==> config.mk <==
export PLATFORM = sky130hd
export DESIGN_NAME = fd_fetch_ctrl
export DESIGN_NICKNAME = d
export VERILOG_FILES = /design/src/rtl/fd_pkg.sv /design/src/rtl/fd_circle_rom.sv /design/src/rtl/fd_fetch_ctrl.sv
export SDC_FILE = /design/constraint.sdc
export NUM_CORES = 1
export LEC_CHECK = 0
export BUFFER_PORTS_ARGS = -buffer_cell sky130_fd_sc_hd__buf_4
export CAP_MARGIN = 20
export CORE_AREA = 2 2 141 143
export DETAILED_ROUTE_END_ITERATION = 12
export DIE_AREA = 0 0 143 145
export PLACE_DENSITY = 0.47
export SKIP_LAST_GASP = 1
export SLEW_MARGIN = 20
export SYNTH_ARGS = -nofsm -noshare
export SYNTH_HDL_FRONTEND = slang
export SYNTH_SLANG_ARGS = --single-unit
export TNS_END_PERCENT = 20
==> constraint.sdc <==
create_clock -name clock -period 7.8 [get_ports clock]
set_input_delay 0.39 -clock clock [delete_from_list [all_inputs] [get_ports clock]]
set_output_delay 0.39 -clock clock [all_outputs]
set_load 0.01 [all_outputs]
==> src/rtl/fd_pkg.sv <==
// Shared types and constants for the FAST9 fetch sequencer: FSM states,
// register-file slot codes and the radius-3 Bresenham circle offset tables.
package fd_pkg;

    typedef enum logic [2:0] {
        IDLE  = 3'd0,
        FETCH = 3'd1,
        DRAIN = 3'd2,
        EVAL  = 3'd3,
        ADV   = 3'd4,
        DONE  = 3'd5
    } fd_state_e;

    localparam logic [4:0] REG_NOLOAD = 5'd31;
    localparam int         NUM_SLOTS  = 32'sd17;
    localparam int         RADIUS     = 32'sd3;

    // Slot 0 is the centre; slots 1..16 walk the circle clockwise from the top.
    function automatic int circle_dx(input logic [4:0] k);
        int d;
        case (k)
            5'd0:    d = 32'sd0;
            5'd1:    d = 32'sd0;
            5'd2:    d = 32'sd1;
            5'd3:    d = 32'sd2;
            5'd4:    d = 32'sd3;
            5'd5:    d = 32'sd3;
            5'd6:    d = 32'sd3;
            5'd7:    d = 32'sd2;
            5'd8:    d = 32'sd1;
            5'd9:    d = 32'sd0;
            5'd10:   d = -32'sd1;
            5'd11:   d = -32'sd2;
            5'd12:   d = -32'sd3;
            5'd13:   d = -32'sd3;
            5'd14:   d = -32'sd3;
            5'd15:   d = -32'sd2;
            5'd16:   d = -32'sd1;
            default: d = 32'sd0;
        endcase
        return d;
    endfunction

    function automatic int circle_dy(input logic [4:0] k);
        int d;
        case (k)
            5'd0:    d = 32'sd0;
            5'd1:    d = -32'sd3;
            5'd2:    d = -32'sd3;
            5'd3:    d = -32'sd2;
            5'd4:    d = -32'sd1;
            5'd5:    d = 32'sd0;
            5'd6:    d = 32'sd1;
            5'd7:    d = 32'sd2;
            5'd8:    d = 32'sd3;
            5'd9:    d = 32'sd3;
            5'd10:   d = 32'sd3;
            5'd11:   d = 32'sd2;
            5'd12:   d = 32'sd1;
            5'd13:   d = 32'sd0;
            5'd14:   d = -32'sd1;
            5'd15:   d = -32'sd2;
            5'd16:   d = -32'sd3;
            default: d = 32'sd0;
        endcase
        return d;
    endfunction

endpackage

==> src/rtl/fd_circle_rom.sv <==
// Combinational slot-to-address-offset table: dy*IMG_W + dx as a
// two's-complement ADDR_W value, so base+offset wraps modulo 2^ADDR_W.
module fd_circle_rom
    import fd_pkg::*;
#(
    parameter int IMG_W  = 320,
    parameter int ADDR_W = 17
) (
    input  logic [4:0]               k,
    output logic signed [ADDR_W-1:0] offset
);

    // Constant per slot; folds to a small ROM once IMG_W is fixed.
    always_comb begin
        offset = ADDR_W'(circle_dy(k) * IMG_W + circle_dx(k));
    end

endmodule

==> src/rtl/fd_fetch_ctrl.sv <==
// FAST9 fetch sequencer: walks every non-border centre, issues 17 SRAM reads
// per centre into the pixel register file, then hands off to the detector.
module fd_fetch_ctrl
    import fd_pkg::*;
#(
    parameter int IMG_W  = 320,
    parameter int IMG_H  = 240,
    parameter int ADDR_W = 17
) (
    input  logic              clock,
    input  logic              nReset,
    input  logic              start,
    input  logic              abort,
    input  logic              detAck,
    output logic [ADDR_W-1:0] sramAddr,
    output logic              sramRe,
    output logic [4:0]        regAddr,
    output logic              readen,
    output logic [15:0]       pixX,
    output logic [15:0]       pixY,
    output logic              busy,
    output logic              done
);

    localparam logic [15:0]       X_FIRST    = 16'(RADIUS);
    localparam logic [15:0]       Y_FIRST    = 16'(RADIUS);
    localparam logic [15:0]       X_LAST     = 16'(IMG_W - RADIUS - 32'sd1);
    localparam logic [15:0]       Y_LAST     = 16'(IMG_H - RADIUS - 32'sd1);
    localparam logic [ADDR_W-1:0] BASE_FIRST = ADDR_W'(RADIUS * IMG_W + RADIUS);
    // Wrapping from x=IMG_W-4 to x=3 on the next row moves the base by 2*RADIUS+1.
    localparam logic [ADDR_W-1:0] ROW_STEP   = ADDR_W'(32'sd2 * RADIUS + 32'sd1);
    localparam logic [ADDR_W-1:0] COL_STEP   = ADDR_W'(32'sd1);
    localparam logic [4:0]        K_LAST     = 5'(NUM_SLOTS - 32'sd1);

    fd_state_e         state_r;
    fd_state_e         state_s;
    logic [4:0]        k_r;
    logic [4:0]        k_s;
    logic [15:0]       x_r;
    logic [15:0]       x_s;
    logic [15:0]       y_r;
    logic [15:0]       y_s;
    logic [ADDR_W-1:0] base_r;
    logic [ADDR_W-1:0] base_s;
    logic [ADDR_W-1:0] off_s;
    logic [ADDR_W-1:0] addr_s;
    logic              re_s;
    logic [4:0]        reg_s;
    logic              readen_s;
    logic              busy_s;
    logic              done_s;

    // The ROM is indexed by the next slot so the address leaves a register.
    fd_circle_rom #(
        .IMG_W (IMG_W),
        .ADDR_W(ADDR_W)
    ) u_circle_rom (
        .k     (k_s),
        .offset(off_s)
    );

    assign addr_s = re_s ? (base_s + off_s) : {ADDR_W{1'b0}};
    assign pixX   = x_r;
    assign pixY   = y_r;

    // Next-state and next-output logic for the scan FSM.
    always_comb begin
        state_s  = state_r;
        k_s      = k_r;
        x_s      = x_r;
        y_s      = y_r;
        base_s   = base_r;
        re_s     = 1'b0;
        reg_s    = REG_NOLOAD;
        readen_s = 1'b0;
        busy_s   = busy;
        done_s   = 1'b0;
        if (abort) begin
            state_s = IDLE;
            k_s     = 5'd0;
            x_s     = 16'd0;
            y_s     = 16'd0;
            base_s  = {ADDR_W{1'b0}};
            busy_s  = 1'b0;
        end else begin
            case (state_r)
                IDLE: begin
                    if (start) begin
                        state_s = FETCH;
                        k_s     = 5'd0;
                        x_s     = X_FIRST;
                        y_s     = Y_FIRST;
                        base_s  = BASE_FIRST;
                        re_s    = 1'b1;
                        busy_s  = 1'b1;
                    end else begin
                        busy_s  = 1'b0;
                    end
                end
                FETCH: begin
                    // Read data lands one cycle later, so the slot code lags by one.
                    reg_s = k_r;
                    if (k_r == K_LAST) begin
                        state_s = DRAIN;
                    end else begin
                        k_s  = k_r + 5'd1;
                        re_s = 1'b1;
                    end
                end
                DRAIN: begin
                    state_s  = EVAL;
                    readen_s = 1'b1;
                end
                EVAL: begin
                    if (detAck) begin
                        state_s = ADV;
                    end else begin
                        readen_s = 1'b1;
                    end
                end
                ADV: begin
                    if ((x_r == X_LAST) && (y_r == Y_LAST)) begin
                        state_s = DONE;
                        done_s  = 1'b1;
                        busy_s  = 1'b0;
                    end else begin
                        if (x_r == X_LAST) begin
                            x_s    = X_FIRST;
                            y_s    = y_r + 16'd1;
                            base_s = base_r + ROW_STEP;
                        end else begin
                            x_s    = x_r + 16'd1;
                            base_s = base_r + COL_STEP;
                        end
                        state_s = FETCH;
                        k_s     = 5'd0;
                        re_s    = 1'b1;
                    end
                end
                DONE: begin
                    state_s = IDLE;
                    k_s     = 5'd0;
                    x_s     = 16'd0;
                    y_s     = 16'd0;
                    base_s  = {ADDR_W{1'b0}};
                    busy_s  = 1'b0;
                end
                default: begin
                    state_s = IDLE;
                    k_s     = 5'd0;
                    x_s     = 16'd0;
                    y_s     = 16'd0;
                    base_s  = {ADDR_W{1'b0}};
                    busy_s  = 1'b0;
                end
            endcase
        end
    end

    // State, scan position and all outputs are registered together.
    always_ff @(posedge clock or negedge nReset) begin
        if (!nReset) begin
            state_r  <= IDLE;
            k_r      <= 5'd0;
            x_r      <= 16'd0;
            y_r      <= 16'd0;
            base_r   <= {ADDR_W{1'b0}};
            sramAddr <= {ADDR_W{1'b0}};
            sramRe   <= 1'b0;
            regAddr  <= REG_NOLOAD;
            readen   <= 1'b0;
            busy     <= 1'b0;
            done     <= 1'b0;
        end else begin
            state_r  <= state_s;
            k_r      <= k_s;
            x_r      <= x_s;
            y_r      <= y_s;
            base_r   <= base_s;
            sramAddr <= addr_s;
            sramRe   <= re_s;
            regAddr  <= reg_s;
            readen   <= readen_s;
            busy     <= busy_s;
            done     <= done_s;
        end
    end

endmodule
**Yosys cells after proc, flatten, opt, wreduce, memory -nomap -nowiden**

Memories as Yosys holds them, arrays and structs flattened.
Cells that the tools add are included.

- Register bits after elaboration: 83
- Output and inout port bits: 58
- ROM bits: 2048
- Memories kept: 2
- Input bits: 5
- Bits in latches: 0
- Bits in writable memories: 0
- Word-level logic and storage cells: 85

- Div/mod/pow operators: 0
- Mux-type cells: 42
- $add $sub $neg: 7
- $mul: 1
- Shifts and indexed selects: 0
- Reductions and logical operators: 8
- Magnitude comparators: 0
- Bitwise gates (word level): 0
- Eq/ne operators: 14

Memories:

| name | words | width | rd ports | clocked after Yosys merged registers in | wr ports | RTL line | text |
|---|---|---|---|---|---|---|---|
| (no name shown) | 32 | 32 | 1 | 0 | 0 | fd_pkg.sv:46 | `case (k)` |
| (no name shown) | 32 | 32 | 1 | 0 | 0 | fd_pkg.sv:21 | `case (k)` |

Operator list:

| kind | count |
|---|---|
| 16-bit two-way mux | 7 |
| 16-bit one-hot mux with 3 select lines | 2 |
| 17-bit two-way mux | 5 |
| 17-bit one-hot mux with 3 select lines | 1 |
| 17-bit adder | 2 |
| 16-bit by 1-bit adder with 16-bit output, second input constant | 2 |
| 32-bit by 4-bit multiplier with 11-bit output, second input constant | 1 |
| 5-bit two-way mux | 6 |
| 5-bit one-hot mux with 4 select lines | 1 |
| 3-bit != test, second input constant | 6 |
| 17-bit by 1-bit adder with 17-bit output, second input constant | 1 |
| 17-bit by 3-bit adder with 17-bit output, second input constant | 1 |
| 16-bit by 8-bit equality test with 1-bit output, second input constant | 1 |
| 16-bit by 9-bit equality test with 1-bit output, second input constant | 1 |
| 3-bit two-way mux | 5 |
| 3-bit one-hot mux with 5 select lines | 1 |
| 1-bit two-way mux | 11 |
| 3-bit by 2-bit equality test with 1-bit output, second input constant | 2 |
| 1-bit one-hot mux with 3 select lines | 2 |
| 3-bit AND reduction | 2 |
| 5-bit by 1-bit adder with 5-bit output, second input constant | 1 |
| 5-bit equality test, second input constant | 1 |
| 4-bit AND reduction | 1 |
| 3-bit by 1-bit equality test with 1-bit output, second input constant | 1 |
| 8 further kinds | 8 |

**Longest topological paths before layout**

An unclocked memory read counts as a cell.

- Word-level depth: 10
- Mapped depth: 28
- Mapped depth without buffers: 28

**Modules after synthesis**

Synthesis repeated with hierarchy kept, for this count alone.

- Cells, all modules: 656
- Area total of the unflattened synthesis: 5809.3 µm²

Modules (own cells, without submodules):

| module | area an instance (µm²) | instances | cells an instance |
|---|---|---|---|
| fd_fetch_ctrl | 5167.5 | 1 | 573 |
| fd_circle_rom | 641.9 | 1 | 83 |

**Least setup slack after synthesis**

Ideal clock, no wire load.

- Path kind: reg2reg
- Start: register y_r[0] (netlist: pixY[0])
- End: register sramAddr[16]
- Setup slack: 2.292 ns
- Data required time: 7.672 ns
- Clock period less this slack: 5.508 ns
- Arrival time: 5.381 ns
- Stages on the path, launching flop included: 26
- Cells stage by stage: dfrtp_1 > inv_1 > ha_1 > or3b_2 > nor4_4 > a41o_1 > a21oi_1 > a21oi_1 > nand2_1 > ha_1 > o21ai_0 > mux2_2 > o21ai_0 > ha_1 > inv_1 > fa_1 > inv_1 > fa_1 > ha_1 > o21a_1 > nor2_1 > a211oi_1 > nor2_1 > a21oi_1 > and2_1 > mux2_1

- Word-level cells in the longest chain between the ends: 10
- Elaborated cells between the ends (all ways): 17
- Those cells by class: add/sub (2); mul (1); eq/ne (1); mux (10); reduce/logical (1); memory (2)

Ends and longest elaborated chain:

| element | RTL line | text |
|---|---|---|
| start, declared | fd_fetch_ctrl.sv:41 | `logic [15:0] y_r;` |
| start signal, assigned | fd_fetch_ctrl.sv:178 | `y_r <= y_s;` |
| 16-bit by 8-bit equality test with 1-bit output * | fd_fetch_ctrl.sv:122 | `if ((x_r == X_LAST) && (y_r == Y_LAST)) begin` |
| 1-bit logical AND * | fd_fetch_ctrl.sv:122 |  |
| 5-bit two-way mux | fd_fetch_ctrl.sv:122 |  |
| 5-bit one-hot mux with 4 select lines | fd_fetch_ctrl.sv:86 | `case (state_r)` |
| 5-bit two-way mux | fd_fetch_ctrl.sv:78 | `if (abort) begin` |
| memory 32 x 32 bit | -- |  |
| 32-bit by 4-bit multiplier with 11-bit output | fd_circle_rom.sv:15 | `offset = ADDR_W'(circle_dy(k) * IMG_W + circle_dx(k));` |
| 17-bit adder | fd_circle_rom.sv:15 |  |
| 17-bit adder | fd_fetch_ctrl.sv:62 | `assign addr_s = re_s ? (base_s + off_s) : {ADDR_W{1'b0}};` |
| 17-bit two-way mux * | fd_fetch_ctrl.sv:62 |  |
| via addr_s[16] | fd_fetch_ctrl.sv:46 | `logic [ADDR_W-1:0] addr_s;` |
| end signal, assigned | fd_fetch_ctrl.sv:168 | `sramAddr <= {ADDR_W{1'b0}};` |
| end signal, assigned | fd_fetch_ctrl.sv:180 | `sramAddr <= addr_s;` |
| end, declared | fd_fetch_ctrl.sv:15 | `output logic [ADDR_W-1:0] sramAddr,` |

Mark *: on every way through the listed nets, which the timed path passes. The rest lies on a longest branch.
A chain may end at the register's enable or synchronous reset.

**Worst setup path in the final report**

- Start: register y_r[1] (netlist: pixY[1])
- End: register sramAddr[16]

Same word-level chain as after synthesis.

==> run_results.csv <==
group,metric,value,unit
cts,ctsResizeCount,0,
critical_path,criticalPathCategory,"flip-flop to flip-flop",
yosys,synth-edff-count,0,
timing,hold_viol,0,
yosys,async_flop_share,100.0,%
cts,clk_path_buf_depth,2,
floorplanning,fp.dieArea,0.02074,mm²
floorplanning,rows,51,
routing,wire_per_inst,15.38,µm
routing,drc,0,
yosys,ys_warn_count,0,
hold_path,hold_path.class,"input port to asynchronous set/reset pin",
routing,vias,4719,
yosys,syn_nets,672,
global_route,overflow,0,
finish,final-seq-area,0.002083,mm²
global_route,grt_max_degree,84,
floorplanning,dieWidth,143,µm
finish,final_cell_mix,"nor2_1, dfrtp_1, buf_4",
finish,nNetsFinal,728,
finish,multi_input_area,0.003346,mm²
cts,post-cts-setup-buffer-count,0,
finish,layout_commonest_cell,"nor2_1",
routing,drt-total-wl,14.55,mm
global_route,grt_pass1_wl,24.27,mm
pwr,p_per_area,162.7,mW/mm²
finish,fillers,1988,
floorplanning,core,0.01921,mm²
critical_path,endpoint_kind,"flip-flop",
cts,cts_made_buffers,9,
run,maxCapViolCount,0,
timing,post-route-period-util,79.38,%
yosys,ys_ff_latch,83,
routing,drt_pass1_iterations,4,
cts,clock-sinks,83,
placement,gp_congestion,0.8094,
timing,slew_headroom,46.80,%
routing,vias_per_cell,4.988,
pwr,ir_drop,95.02,µV
floorplanning,start_util,29.34,%
timing,fmax,0.1615,GHz
floorplanning,fp.dieH,145,µm
yosys,synth_ff_type,"dfrtp_1",
yosys,seq_area_frac_synth,36.97,%
floorplanning,ios,63,
timing,finClkSkew,0.007164,ns
placement,portBuffers,62,
cts,path_clk_slew,0.07,ns
cts,tritoncts,"built",
timing,setup_viol,0,
yosys,ys_types,80,
timing,setup_tns,0,ns
global_route,antenna_found_initial,0,
placement,dp_hpwl,10.52,mm
cts,worstSkewPairLatency,0.34,ns
yosys,synth_area,0.005635,mm²
timing,period_minus_slack,6.192,ns
critical_path,crit_fanout,7,
timing,rsz0062_at_grt,"no",
finish,final_layout_size_suffix_gt1_share,16.59,%
timing,worst_pin_slew,0.7980,ns
yosys,syn_inst,620,
finish,utilization,34.87,%
critical_path,critPathLaunchType,"flip-flop",
global_route,grt_pass1_vias,4721,
global_route,grt_usage,14.65,%
cts,cts_root_buf,"clkbuf_16",
timing,drv_slew,0,
finish,diodes,0,
critical_path,arrival,6.41,ns
pwr,p_leak,3.010,nW
critical_path,reg2regPathDepth,25,
cts,h-tree-depth,3,
critical_path,crit_required,8.02,ns
routing,first_iter_violations,197,
finish,area_delta_synth_final,18.85,%
routing,ant_nets,0,
cts,cts_hold_buffers,0,
outcome,status,"completed",
yosys,synth.avg_cell_area,9.089,µm²
==> synthesized netlist by cell type (3+ instances only) <==
cell | number | area (µm²)
o22ai_1 | 4 | 25.02
nor2b_1 | 8 | 50.05
and4bb_2 | 3 | 37.54
or3_1 | 14 | 87.58
nor3_1 | 17 | 85.08
a31oi_1 | 4 | 25.02
xnor2_1 | 11 | 96.34
a22oi_1 | 5 | 37.54
dfstp_2 | 5 | 131.4
and3_1 | 10 | 62.56
a211oi_1 | 3 | 22.52
dfrtp_1 | 78 | 1952
o31ai_1 | 4 | 30.03
ha_1 | 34 | 425.4
nand2b_1 | 8 | 50.05
and2_1 | 7 | 43.79
inv_1 | 27 | 101.4
a21o_1 | 3 | 22.52
and4_1 | 5 | 43.79
nand4_1 | 14 | 87.58
a21oi_1 | 37 | 185.2
nand3_1 | 28 | 140.1
o21ai_0 | 34 | 170.2
a221o_1 | 3 | 30.03
fa_1 | 13 | 260.3
o22a_1 | 5 | 43.79
xor2_1 | 25 | 219.0
or4_1 | 3 | 22.52
clkbuf_1 | 12 | 45.04
nand2_1 | 48 | 180.2
buf_2 | 3 | 15.01
nor2_1 | 88 | 330.3
==> path summary, 6_finish.rpt <==
path / startpoint / to / slack [ns]
max in group asynchronous: nReset / sramAddr[14] / 7.15
min in group clock: detAck / state_r[2] / 0.37
hold / removal: nReset / pixX[10] / 0.11
setup / recovery: pixY[1] / sramAddr[16] / 1.61
setup reg to reg: pixY[1] / sramAddr[16] / 1.61
hold reg to reg: pixX[5] / pixX[5] / 0.58
==> where the power goes <==
| part | total [mW] | internal, mW | leakage [nW] | switching [mW] |
|---|---|---|---|---|
| combinational | 0.142 | 0.0543 | 1.72 | 0.0874 |
| clock | 0.493 | 0.313 | 0.164 | 0.180 |
| sequential | 0.455 | 0.444 | 1.12 | 0.0109 |
| total | 1.09 | 0.812 | 3.01 | 0.278 |
==> sequential cells by signal, indices dropped and copies added (netlist names) <==
| register | cells |
|---|---|
| base_r | 17 |
| sramAddr | 17 |
| pixX | 16 |
| pixY | 16 |
| k_r | 5 |
| regAddr | 5 |
| state_r | 3 |
| busy | 1 |
| done | 1 |
| readen | 1 |
| sramRe | 1 |
==> layer usage <==
layer	GRT usage, %	vias to the layer above	wire length [µm]
met4	5.050	0	182
met3	2.178	9	415
met2	24.02	74	6885
met1	19.61	2325	7065
li1	-	2311	-
met5	0	-	0
==> layout make-up <==
type	instances	share of cell area [%]
Sequential cell	83	31.10
Inverter	29	1.625
Tap cell	265	4.950
Timing Repair Buffer	65	7.342
Clock inverter	5	1.551
Multi-Input combinational cell	488	49.95
Clock buffer	11	3.475
==> per-stage QoR <==
stage          power (mW)  setup slack (ns)  hold slack, ns  area, µm²  cells
2_1_floorplan      0.5545             2.292         0.09441       5635    620
3_3_place_gp       0.6048             1.725          0.5561       6354    930
3_5_place_dp       0.6050             1.565          0.5585       6354    930
4_1_cts             1.108             1.528          0.3129       6690    946
5_1_grt             1.146             1.043          0.1778       6698    946
6_report            1.090             1.609          0.1086       6698    946
==> cells by family (layout without fill, tap and decap cells) <==
logic type                 Yosys count  count (layout)  synth area share (%)
and+or+nand+nor                    276             276                 25.87
AOI/OAI and AO/OA                  125             125                 14.81
muxes                                3               3                0.5772
adders and majority gates           47              47                 12.17
DFF                                 83              83                 36.97
xor gates and xnor gates            37              37                 5.884
buffers and inverters               49             110                 3.730
==> critical path, cell delays in order, from the launching register on <==
cell and delay (ns):
dfrtp_1 0.45, inv_1 0.11, ha_1 0.16, or3b_2 0.48, nor4_4 0.20, a41o_1 0.28
a21oi_1 0.06, a21oi_1 0.35, nand2_1 0.15, ha_1 0.31, o21ai_0 0.09, mux2_2 0.26
o21ai_0 0.44, ha_1 0.23, inv_1 0.05, fa_1 0.50, inv_1 0.05, fa_1 0.45
ha_1 0.37, o21a_1 0.13, nor2_1 0.05, a211oi_1 0.29, nor2_1 0.09, a21oi_1 0.17
nor2_1 0.05, mux2_1 0.30
Note: power is estimated with default switching activity, not from simulation.
